### config.mk
export PLATFORM = sky130hd
export DESIGN_NAME = msx_reload_sequencer
export DESIGN_NICKNAME = d
export VERILOG_FILES = /design/src/rtl/msx_pkg.sv /design/src/rtl/msx_seq_timer.sv /design/src/rtl/msx_reload_sequencer.sv
export SDC_FILE = /design/constraint.sdc
export NUM_CORES = 1
export LEC_CHECK = 0
export BUFFER_PORTS_ARGS = -buffer_cell sky130_fd_sc_hd__buf_2
export CAP_MARGIN = 20
export CORE_MARGIN = 10
export CORE_UTILIZATION = 58
export CTS_CLUSTER_DIAMETER = 200
export DETAILED_ROUTE_END_ITERATION = 8
export GPL_TIMING_DRIVEN = 0
export MAX_ROUTING_LAYER = met4
export PLACE_DENSITY = 0.82
export SLEW_MARGIN = 20
export SYNTH_ARGS = -nofsm -noshare
export SYNTH_HDL_FRONTEND = slang
export SYNTH_SLANG_ARGS = --single-unit
### constraint.sdc
create_clock -name clk -period 3.8 [get_ports clk]
set_clock_uncertainty 0.2 [all_clocks]
set_input_delay 0.38 -clock clk [delete_from_list [all_inputs] [get_ports clk]]
set_output_delay 0.38 -clock clk [all_outputs]
set_load 0.02 [all_outputs]
### src/rtl/msx_pkg.sv
// rtl/msx_pkg.sv - shared types and default timings for the MSX reload sequencer
package msx_pkg;

   typedef enum logic [2:0] {
      IDLE,
      SETTLE,
      SAVE,
      ASSERT,
      LOAD_A,
      LOAD_B,
      RELEASE
   } reload_state_t;

   localparam int DEF_SETTLE_CYC  = 1024;
   localparam int DEF_RESET_CYC   = 64;
   localparam int DEF_ACK_TIMEOUT = 1 << 20;
   localparam int DEF_CFG_W       = 19;

   function automatic int max3(input int a, input int b, input int c);
      int m;
      m = (a > b) ? a : b;
      return (m > c) ? m : c;
   endfunction

endpackage

### src/rtl/msx_seq_timer.sv
// rtl/msx_seq_timer.sv - clearable up-counter that saturates at a run-time limit
module msx_seq_timer #(
   parameter int W = 20
) (
   input  logic         clk,
   input  logic         reset_n,
   input  logic         clear,
   input  logic [W-1:0] limit,
   output logic         tc
);

   logic [W-1:0] count;

   assign tc = (count == limit);

   always_ff @(posedge clk or negedge reset_n) begin
      if (!reset_n) begin
         count <= '0;
      end else if (clear) begin
         count <= '0;
      end else if (!tc) begin
         count <= count + 1'b1;
      end
   end

endmodule

### src/rtl/msx_reload_sequencer.sv
// rtl/msx_reload_sequencer.sv - cold-restart sequencer: settle, SRAM flush, core reset, ROM loads
module msx_reload_sequencer
   import msx_pkg::*;
#(
   parameter int SETTLE_CYC  = DEF_SETTLE_CYC,
   parameter int RESET_CYC   = DEF_RESET_CYC,
   parameter int ACK_TIMEOUT = DEF_ACK_TIMEOUT,
   parameter int CFG_W       = DEF_CFG_W
) (
   input  logic             clk,
   input  logic             reset_n,
   input  logic [CFG_W-1:0] cfg_word,
   input  logic             reload,
   input  logic             user_reset,
   input  logic             sdram_ready,
   input  logic             sram_dirty,
   input  logic [1:0]       slot_need_load,
   input  logic             save_ack,
   input  logic             load_ack,
   output logic             msx_reset,
   output logic             save_req,
   output logic             load_req,
   output logic             load_slot,
   output logic             busy,
   output logic             reload_done,
   output logic             timeout_err
);

   localparam int TMAX = max3(SETTLE_CYC, RESET_CYC, ACK_TIMEOUT);
   localparam int TW   = (TMAX > 1) ? $clog2(TMAX) : 1;
   localparam logic [TW-1:0] SETTLE_LIM = TW'(SETTLE_CYC - 1);
   localparam logic [TW-1:0] RESET_LIM  = TW'(RESET_CYC - 1);
   localparam logic [TW-1:0] ACK_LIM    = TW'(ACK_TIMEOUT - 1);

   reload_state_t    state, state_d;
   logic [CFG_W-1:0] cfg_snap;
   logic [1:0]       slot_need;
   logic             pending;
   logic             gap, gap_d;
   logic             err_set;
   logic             cfg_change, trigger;
   logic             tmr_clear, tmr_tc;
   logic [TW-1:0]    tmr_limit;

   assign cfg_change = (cfg_word != cfg_snap);
   assign trigger    = reload | user_reset | cfg_change;
   // One timer serves settle, reset-hold and ack timeout; the gap cycle restarts it for slot B.
   assign tmr_clear  = (state_d != state) || ((state == SETTLE) && cfg_change) ||
                       ((state == LOAD_B) && gap);

   msx_seq_timer #(.W(TW)) u_timer (
      .clk     (clk),
      .reset_n (reset_n),
      .clear   (tmr_clear),
      .limit   (tmr_limit),
      .tc      (tmr_tc)
   );

   always_comb begin
      state_d   = state;
      gap_d     = gap;
      err_set   = 1'b0;
      tmr_limit = ACK_LIM;
      case (state)
         IDLE: begin
            if (pending || trigger) state_d = SETTLE;
         end
         SETTLE: begin
            tmr_limit = SETTLE_LIM;
            if (tmr_tc && !cfg_change && sdram_ready)
               state_d = sram_dirty ? SAVE : ASSERT;
         end
         SAVE: begin
            if (save_ack || tmr_tc) begin
               err_set = !save_ack;
               state_d = ASSERT;
            end
         end
         ASSERT: begin
            tmr_limit = RESET_LIM;
            if (tmr_tc) begin
               if (slot_need[0])      state_d = LOAD_A;
               else if (slot_need[1]) state_d = LOAD_B;
               else                   state_d = RELEASE;
            end
         end
         LOAD_A: begin
            if (load_ack || tmr_tc) begin
               err_set = !load_ack;
               if (slot_need[1]) begin
                  state_d = LOAD_B;
                  gap_d   = 1'b1;
               end else begin
                  state_d = RELEASE;
               end
            end
         end
         LOAD_B: begin
            if (gap) begin
               gap_d = 1'b0;
            end else if (load_ack || tmr_tc) begin
               err_set = !load_ack;
               state_d = RELEASE;
            end
         end
         RELEASE: begin
            state_d = (pending || trigger) ? SETTLE : IDLE;
         end
         default: state_d = IDLE;
      endcase
   end

   // Outputs are registered from the current state so msx_reset never glitches.
   always_ff @(posedge clk or negedge reset_n) begin
      if (!reset_n) begin
         state       <= IDLE;
         cfg_snap    <= '0;
         slot_need   <= 2'b00;
         pending     <= 1'b1;
         gap         <= 1'b0;
         timeout_err <= 1'b0;
         msx_reset   <= 1'b1;
         save_req    <= 1'b0;
         load_req    <= 1'b0;
         load_slot   <= 1'b0;
         busy        <= 1'b0;
         reload_done <= 1'b0;
      end else begin
         state <= state_d;
         gap   <= gap_d;
         if (state_d == SETTLE) cfg_snap <= cfg_word;
         if ((state != ASSERT) && (state_d == ASSERT)) slot_need <= slot_need_load;
         if (state_d == SETTLE) pending <= 1'b0;
         else if ((state != IDLE) && (state != SETTLE) && trigger) pending <= 1'b1;
         if ((state != SETTLE) && (state_d == SETTLE)) timeout_err <= 1'b0;
         else if (err_set) timeout_err <= 1'b1;
         msx_reset   <= (state == ASSERT) || (state == LOAD_A) || (state == LOAD_B);
         save_req    <= (state == SAVE);
         load_req    <= (state == LOAD_A) || ((state == LOAD_B) && !gap);
         load_slot   <= (state == LOAD_B);
         busy        <= (state != IDLE);
         reload_done <= (state == RELEASE);
      end
   end

endmodule

==> results of run 1 <==
-- layout make-up --
class	instances	area [µm²]
fill	413	1680
multi-input combinational	204	1610
sequential	53	1330
timing repair buffer	36	188
clock buffer	7	96.3
buffer	13	95.1
tap	70	87.6
inverter	6	22.5
clock inverter	1	5.00
-- critical path, stage by stage, from the launching register on --
cell	delay [ps]
dfrtp_1	410
ha_1	250
nand2_1	300
nor2_1	130
and2_1	170
buf_4	150
a21oi_2	220
o211ai_1	200
o21ai_2	220
buf_6	210
mux2_4	320
-- cells in the mapped netlist (all sizes together), types with 6 or more instances --
master / number
nor4: 14
dfrtp: 51
buf: 10
xnor2: 16
mux2: 21
nand3: 9
xor2: 20
nor3: 30
nor2: 12
nand2: 18
inv: 6
a21oi: 7
-- kinds of logic after synthesis --
logic type / count (synthesis) / share of synthesized area, %
and+or+nand+nor: 113 / 23.5
DFF: 53 / 43.5
xor gates and xnor gates: 36 / 10.3
AOI/OAI and AO/OA: 31 / 7.62
muxes: 23 / 10.7
buffers and inverters: 19 / 3.85
adders and majority gates: 1 / 0.410
-- report_power, final --
group | total, mW | switching, mW | internal, mW
registers | 0.710 | 0.0652 | 0.645
clock network | 0.346 | 0.181 | 0.165
logic | 0.369 | 0.176 | 0.194
total | 1.43 | 0.422 | 1.00
-- per-stage QoR --
step                      cell area, µm²  util, %  hold slack [ps]  cells  power, mW
final                               3430     67.1              105    390       1.43
after global routing                3430     67.1             92.9    390       1.50
after CTS                           3430     67.1              104    390       1.43
after detailed placement            3320     65.0              256    381       1.09
after global placement              3320     64.9              312    381       1.07
after floorplan                     3050        -             -116    276      0.990
-- cells in the final DEF (no fill, tap or decap), types with 3 or more instances in the layout --
master,count
a21oi_1,5
a31oi_1,5
and3_2,3
buf_2,38
buf_4,3
buf_6,4
clkbuf_8,7
dfrtp_1,51
inv_1,6
mux2_4,19
nand2_1,18
nand3_1,9
nand4_1,5
nor2_1,12
nor3_1,13
nor3_2,17
nor4_1,11
nor4_2,3
o21ai_0,4
xnor2_1,16
xor2_1,20
-- sequential cells by signal, summed over array words and instances, names as in the netlist --
name           cells
pending            1
busy               1
u_timer.count     20
gap                1
slot_need          2
load_req           1
cfg_snap          19
state              3
save_req           1
msx_reset          1
reload_done        1
timeout_err        1
load_slot          1
-- path summary, 6_finish.rpt --
check / to / startpoint / slack [ps]
worst max-delay path: cfg_snap[0] / u_timer.count[0] / 910
max in group asynchronous: u_timer.count[1] / reset_n / 2540
worst max register to register: cfg_snap[0] / u_timer.count[0] / 910
worst min register to register: cfg_snap[1] / cfg_snap[1] / 340
min in group asynchronous: reload_done / reset_n / 430
worst min-delay path: slot_need[0] / slot_need_load[0] / 110
-- layer usage --
layer / vias up / track usage, %
li1: 1082 / -
met1: 1067 / 20.5
met2: 71 / 23.6
met3: 9 / 3.87
met4: 0 / 5.14
met5: - / -
-- timing repair --
action | CTS | global route
endpoints found under the hold margin | 51 | 0
hold buffers | 1 | 0
setup buffers | 0 | 0
==> results.sh, run 1 <==
export IMPL_worst_pin_slew_ps=648
export IMPL_synth_top_area_share_pct=41.8
export IMPL_wl_met2_um=2890
export IMPL_antennaDiodeCount=0
export IMPL_syn_to_final_growth_pct=12.3
export IMPL_cp_max_fo=10
export IMPL_worstRegToRegCells=10
export IMPL_critPathLaunchType="flip-flop"
export IMPL_row_count=26
export IMPL_yosysWarnings=0
export IMPL_antenna_found_initial=0
export IMPL_dp_hpwl_um=4730
export IMPL_cts_clk_slew_worst_paths_ps=100
export IMPL_arrival_ps=2890
export IMPL_synth_edf_count=0
export IMPL_tritoncts="done"
export IMPL_highest_signal_layer="met4"
export IMPL_die_area_mm2=0.00857
export IMPL_cts_root_buf="clkbuf_8"
export IMPL_place_congestion=0.942
export IMPL_drive_gt1_share_pct=35.6
export IMPL_peakVddDrop_v=0.000304
export IMPL_dpl_worst_slack_ps=937
export IMPL_ys_seq_area_share_pct=43.5
export IMPL_layout_setup_ws_ps=913
export IMPL_setup_viol=0
export IMPL_whs_path_depth=2
export IMPL_nets=349
export IMPL_clk_insertion_delay_late_ps=310
export IMPL_finalCriticalPeriod_ps=2890
export IMPL_wirelength_um=6390
export IMPL_required_ps=3810
export IMPL_hp_class="in -> reg"
export IMPL_cp_end_kind="flip-flop"
export IMPL_grt_max_degree=54
export IMPL_cts_made_buffers=5
export IMPL_synthTopCellsByArea="dfrtp_1, mux2_4, xor2_1"
export IMPL_ys_types=53
export IMPL_synth_seq_cells=53
export IMPL_synthesis_area_mm2=0.00305
export IMPL_dr_wl_met3_um=321
export IMPL_num_vias=2229
export IMPL_period_share_pct=76.0
export IMPL_cts_htree_levels=2
export IMPL_synthArstFlopShare_pct=100
export IMPL_slew_headroom_pct=56.8
export IMPL_ant_nets=0
export IMPL_hold_violations=0
export IMPL_fmax_ghz=0.346
export IMPL_synth_nets=306
export IMPL_status="completed"
export IMPL_die_y_um=92.6
export IMPL_drtPass1Iterations=4
export IMPL_p_per_area_mw_per_mm2=416
export IMPL_path_class="reg -> reg"
export IMPL_clockBufferDepth=2
export IMPL_drt_iter0_markers=212
export IMPL_synth_flop_cell="dfrtp_1"
export IMPL_clock_sinks=53
export IMPL_synthCells=276
export IMPL_wl_per_cell_um=16.4
export IMPL_start_util_pct=59.8
export IMPL_finalMaxSlewViolations=0
export IMPL_m1WireLength_um=3090
export IMPL_maxCapViolations=0
export IMPL_grt_usage_pct=15.8
export IMPL_die_w_um=92.6
export IMPL_vias_per_cell=5.72
export IMPL_grt_ovfl_total=0
export IMPL_grt_pass1_vias=2370
export IMPL_io_pins=36
export IMPL_drc=0
export IMPL_synth_top_area_cell="dfrtp_1"
export IMPL_rsz0062_at_grt="no"
export IMPL_synth_area_per_cell_um2=11.1
export IMPL_p_leak_nw=1.50
export IMPL_cts_resized_gates=0
export IMPL_grt_pass1_wl_um=10900
export IMPL_io_buffers=35
export IMPL_final_setup_tns_ps=0
export IMPL_coreArea_mm2=0.00511
(Power assumes the default switching activity.)
==> inputs of run 2 (changes only) <==
==> constraint.sdc (replaced) <==
create_clock -name clk -period 3 [get_ports clk]
set_clock_uncertainty 0.2 [all_clocks]
set_input_delay 0.3 -clock clk [delete_from_list [all_inputs] [get_ports clk]]
set_output_delay 0.3 -clock clk [all_outputs]
set_load 0.02 [all_outputs]
==> run 2 against run 1 <==
  * First-iteration DRC count fell by 15%
  * Sequential share of layout area down 0.99 points
  * Critical path depth decreased by 1
  * Register-to-register slack worse by 800 ps
  * Via count increased by 3.1%
  * Non-clock buffer count increased by 5
  * Power is 30% higher
  * Worst hold slack worse by 79 ps
  * Critical path type unchanged
  * Critical endpoint unchanged
  * Largest cell class unchanged
  * Largest power group unchanged
==> results.sh, run 2 (synthesized netlist as in run 1, its figures left out) <==
export IMPL_wl_per_cell_um=17.1
export IMPL_final_fill_count=404
export IMPL_swShare_pct=30.4
export IMPL_grt_ovfl_total=0
export IMPL_grt_usage_pct=15.8
export IMPL_slew_headroom_pct=56.7
export IMPL_largest_register="u_timer.count"
export IMPL_cts_made_buffers=5
export IMPL_finalCriticalPeriod_ps=2890
export IMPL_intPower_mw=1.29
export IMPL_dr_wl_met3_um=309
export IMPL_fmax_ghz=0.346
export IMPL_die_y_um=92.6
export IMPL_m1WireLength_um=3170
export IMPL_clockPowerShare_pct=23.7
export IMPL_hold_violations=0
export IMPL_wirelength_um=6770
export IMPL_cts_htree_levels=2
export IMPL_finalMaxSlewViolations=0
export IMPL_grt_pass1_wl_um=10900
export IMPL_row_count=26
export IMPL_cp_max_fo=6
export IMPL_tritoncts="done"
export IMPL_p_comb_share_pct=27.6
export IMPL_worst_hold_slack_ps=26.0
export IMPL_cts_clk_slew_worst_paths_ps=100
export IMPL_drt_iter0_markers=181
export IMPL_worst_pin_slew_ps=650
export IMPL_clock_sinks=53
export IMPL_period_share_pct=96.4
export IMPL_ant_nets=0
export IMPL_reg_largest_list="u_timer.count (20), cfg_snap (19), state (3)"
export IMPL_dp_hpwl_um=4730
export IMPL_path_class="reg -> reg"
export IMPL_arrival_ps=2900
export IMPL_vias_per_cell=5.82
export IMPL_switchingPower_uw=561
export IMPL_grt_max_degree=54
export IMPL_nets=354
export IMPL_setup_viol=0
export IMPL_drive_gt1_share_pct=38.8
export IMPL_hp_class="in -> reg"
export IMPL_critPathLaunchType="flip-flop"
export IMPL_antennaDiodeCount=0
export IMPL_pwr_share_seq_pct=48.8
export IMPL_maxCapViolations=0
export IMPL_syn_to_final_growth_pct=15.3
export IMPL_cp_end_kind="flip-flop"
export IMPL_die_w_um=92.6
export IMPL_status="completed"
export IMPL_grt_pass1_vias=2370
export IMPL_start_util_pct=59.8
export IMPL_io_buffers=35
export IMPL_antenna_found_initial=0
export IMPL_required_ps=3010
export IMPL_mostFrequentLayoutCell="dfrtp_1"
export IMPL_wl_met2_um=3160
export IMPL_die_area_mm2=0.00857
export IMPL_clockBufferDepth=2
export IMPL_totalPowerFinal_mw=1.85
export IMPL_num_vias=2298
export IMPL_most_common_layout_cells="dfrtp_1, buf_2, xor2_1"
export IMPL_p_per_area_mw_per_mm2=525
export IMPL_peakVddDrop_v=0.000384
export IMPL_largest_register_ffs=20
export IMPL_cts_root_buf="clkbuf_8"
export IMPL_p_leak_nw=1.53
export IMPL_coreArea_mm2=0.00511
export IMPL_place_congestion=0.942
export IMPL_drc=0
export IMPL_clk_insertion_delay_late_ps=310
export IMPL_fin_util_pct=68.9
export IMPL_drtPass1Iterations=4
export IMPL_highest_signal_layer="met4"
export IMPL_design_area_mm2=0.00352
export IMPL_io_pins=36
export IMPL_place_area_mm2=0.00332
==> run 2: worst max-delay path: stages, from the launching register on <==
cell      delay [ps]
dfrtp_1          400
or4_1            530
mux2i_2          230
and2_1           160
buf_4            140
a31o_2           150
o211ai_1         180
o21ai_4          300
buf_6            180
mux2_4           310
==> run 2: metal layers <==
layer	track usage (%)	vias to the layer above
met5	-	-
met1	20.5	1118
met2	23.6	72
met3	3.87	12
met4	5.14	0
li1	-	1096
==> run 2: worst paths after layout <==
kind	start	endpoint	slack [ps]	cells after the start
max in group asynchronous	reset_n	u_timer.count[1]	1820	2
min in group asynchronous	reset_n	u_timer.count[19]	340	2
max	u_timer.count[6]	cfg_snap[0]	110	9
min	slot_need_load[1]	slot_need[1]	30	2
min reg2reg	cfg_snap[12]	cfg_snap[12]	340	1
max reg2reg	u_timer.count[6]	cfg_snap[0]	110	9
==> run 2: cell type report <==
type                            instances  area (µm²)  area share [%]
Buffer                                 13        95.1            2.70
Clock buffer                            7        96.3            2.74
Clock inverter                          1        5.00           0.142
Inverter                                6        22.5           0.640
Multi-Input combinational cell        204        1650            46.9
Sequential cell                        53        1330            37.8
Tap cell                               70        87.6            2.49
Timing Repair Buffer                   41         233            6.61
==> run 2: through the flow <==
stage / std cells / worst slack [ps] / setup TNS (ps)
after floorplan: 276 / 355 / 0
after global placement: 381 / 174 / 0
after detailed placement: 381 / 146 / 0
after CTS: 390 / 125 / 0
after global routing: 395 / -15.1 / -87.5
final: 395 / 109 / 0
==> run 2: power by group through the flow <==
stage / registers (mW) / logic [mW] / clock network (mW)
6_report: 0.901 / 0.509 / 0.437
5_1_grt: 0.911 / 0.552 / 0.474
4_1_cts: 0.898 / 0.471 / 0.444
3_5_place_dp: 0.909 / 0.469 / 0
3_3_place_gp: 0.902 / 0.460 / 0
2_1_floorplan: 0.897 / 0.358 / 0
==> run 2: timing repair <==
action                                  4_1_cts  5_1_grt
setup buffers                                 0        3
endpoints found under the setup margin        0       19
endpoints found under the hold margin        51        0
hold buffers                                  1        0
gates resized for setup                       0       14
==> inputs of run 3 (changes only) <==
--- a/config.mk
+++ b/config.mk
@@ -7,8 +7,10 @@
 export LEC_CHECK = 0
 export BUFFER_PORTS_ARGS = -buffer_cell sky130_fd_sc_hd__buf_2
 export CAP_MARGIN = 20
+export CELL_PAD_IN_SITES_DETAIL_PLACEMENT = 1
+export CELL_PAD_IN_SITES_GLOBAL_PLACEMENT = 1
 export CORE_MARGIN = 10
-export CORE_UTILIZATION = 58
+export CORE_UTILIZATION = 46
 export CTS_CLUSTER_DIAMETER = 200
 export DETAILED_ROUTE_END_ITERATION = 8
 export GPL_TIMING_DRIVEN = 0
==> run 3 against run 2 <==
  * Combinational power grew 2%
  * Setup slack worse by 64 ps
  * Core utilization is 13 points lower
  * Design area rose by 1.5%
  * Fmax shrank 2.2%
  * Worst hold slack worse by 7.9 ps
  * Power rose by 0.66%
  * Final cell count is 3.0% higher
  * Sequential power barely moved
  * Clock-buffer cell count unchanged
  * Critical endpoint is now cfg_snap[5]
  * Largest cell class unchanged
  * Highest routed layer unchanged
==> results.sh, run 3 (synthesized netlist as in run 1, its figures left out) <==
export IMPL_setup_viol=0
export IMPL_row_count=29
export IMPL_finalCriticalPeriod_ps=2960
export IMPL_nets=359
export IMPL_status="completed"
export IMPL_dp_cells=388
export IMPL_grt_pass1_vias=2648
export IMPL_antennaDiodeCount=0
export IMPL_clk_insertion_delay_late_ps=310
export IMPL_critPathLaunchType="flip-flop"
export IMPL_drc=0
export IMPL_hp_class="in -> reg"
export IMPL_cp_max_fo=6
export IMPL_place_congestion=0.927
export IMPL_tritoncts="done"
export IMPL_grt_pass1_wl_um=13000
export IMPL_worst_pin_slew_ps=694
export IMPL_grt_usage_pct=16.0
export IMPL_slew_headroom_pct=53.7
export IMPL_drtPass1Iterations=4
export IMPL_grt_max_degree=54
export IMPL_largest_register="u_timer.count"
export IMPL_cts_htree_levels=2
export IMPL_peakVddDrop_v=0.000261
export IMPL_required_ps=3010
export IMPL_clock_sinks=53
export IMPL_fmax_ghz=0.338
export IMPL_start_util_pct=47.8
export IMPL_crit_buf_inv=2
export IMPL_clockBufferDepth=2
export IMPL_die_area_mm2=0.0103
export IMPL_io_buffers=35
export IMPL_io_pins=36
export IMPL_dp_hpwl_um=5710
export IMPL_most_common_layout_cells="dfrtp_1, buf_2, xor2_1"
export IMPL_p_per_area_mw_per_mm2=521
export IMPL_hold_violations=0
export IMPL_cp_top_family="simple AND/OR/NAND/NOR gates"
export IMPL_grt_ovfl_total=0
export IMPL_instances_no_fill=407
export IMPL_die_w_um=101
export IMPL_period_share_pct=98.5
export IMPL_coreArea_mm2=0.00639
export IMPL_maxCapViolations=0
export IMPL_cts_clk_slew_worst_paths_ps=110
export IMPL_largest_register_ffs=20
export IMPL_antenna_found_initial=0
export IMPL_totalPowerFinal_mw=1.86
export IMPL_ant_nets=0
export IMPL_max_stage_delay_ps=510
export IMPL_die_y_um=101
export IMPL_worst_hold_slack_ps=18.1
export IMPL_wl_per_cell_um=20.0
export IMPL_finalMaxSlewViolations=0
export IMPL_cp_end_kind="flip-flop"
export IMPL_num_vias=2366
export IMPL_reg_largest_list="u_timer.count (20), cfg_snap (19), state (3)"
export IMPL_cts_root_buf="clkbuf_8"
export IMPL_cts_made_buffers=5
export IMPL_p_leak_nw=1.54
export IMPL_worstPathCellList="or4_1 > and4bb_2 > a41o_4 > a31oi_2 > a311oi_2 > o21ai_2 > buf_4 > clkbuf_4 > mux2_4"
export IMPL_arrival_ps=2970
export IMPL_cp_slowest_cell="or4_1"
export IMPL_path_class="reg -> reg"
export IMPL_vias_per_cell=5.81
export IMPL_drt_iter0_markers=80
export IMPL_mostFrequentLayoutCell="dfrtp_1"
export IMPL_syn_to_final_growth_pct=17.0
export IMPL_drive_gt1_share_pct=41.5
export IMPL_wirelength_um=8160
run 3: changes by cell type in the layout (fill, tap and decap cells not counted), moves of 2 or more:
| cell | before | now |
|---|---|---|
| buf_4 | 6 | 12 |
| nor2_2 | 0 | 2 |
| buf_6 | 6 | 4 |
| nor4_2 | 7 | 5 |
| nor2_1 | 12 | 10 |
| nor4_1 | 7 | 9 |
run 3: layout make-up:
cell class	count	area, µm²
buffer	12	88.8
clock inverter	1	7.51
sequential	53	1330
multi-input combinational	204	1670
inverter	6	22.5
clock buffer	7	86.3
fill	715	2820
timing repair buffer	47	270
tap	77	96.3
run 3: stage by stage:
stage	instance area (µm²)	TNS [ps]	setup slack (ps)	util, %
floorplan	3050	0	355	-
global placement	3320	0	107	52.1
detailed placement	3330	0	56.4	52.1
CTS	3430	0	13.3	53.8
global route	3570	-579	-60.6	55.9
finish	3570	0	44.9	55.9
run 3: worst paths after layout:
check	cells past startpoint	endpoint	slack, ps	start
max in group asynchronous	2	u_timer.count[8]	1760	reset_n
setup / recovery	9	cfg_snap[5]	40	u_timer.count[16]
min in group asynchronous	2	cfg_snap[15]	360	reset_n
hold reg to reg	1	cfg_snap[16]	340	cfg_snap[16]
setup reg to reg	9	cfg_snap[5]	40	u_timer.count[16]
hold / removal	2	slot_need[1]	20	slot_need_load[1]
run 3: timing repair:
item	CTS	global route
endpoints found under the hold margin	51	0
buffers inserted	0	9
pin swaps	0	5
endpoints found under the setup margin	1	41
hold buffers	1	0
resized for setup	1	20
cloned	0	2
run 3: routing by layer:
metal  track usage (%)  vias to the layer above  share of wire (%)
met5                 -                        -                  0
met1              18.6                     1201                 42
li1                  -                     1099                  -
met4              3.86                        0                1.6
met3              2.93                       16                3.0
met2              27.8                       50                 53
run 3: report_power, final:
group / leakage [nW] / internal, mW / switching (mW)
combinational: 0.829 / 0.265 / 0.256
sequential: 0.671 / 0.817 / 0.0842
clock: 0.0445 / 0.189 / 0.249
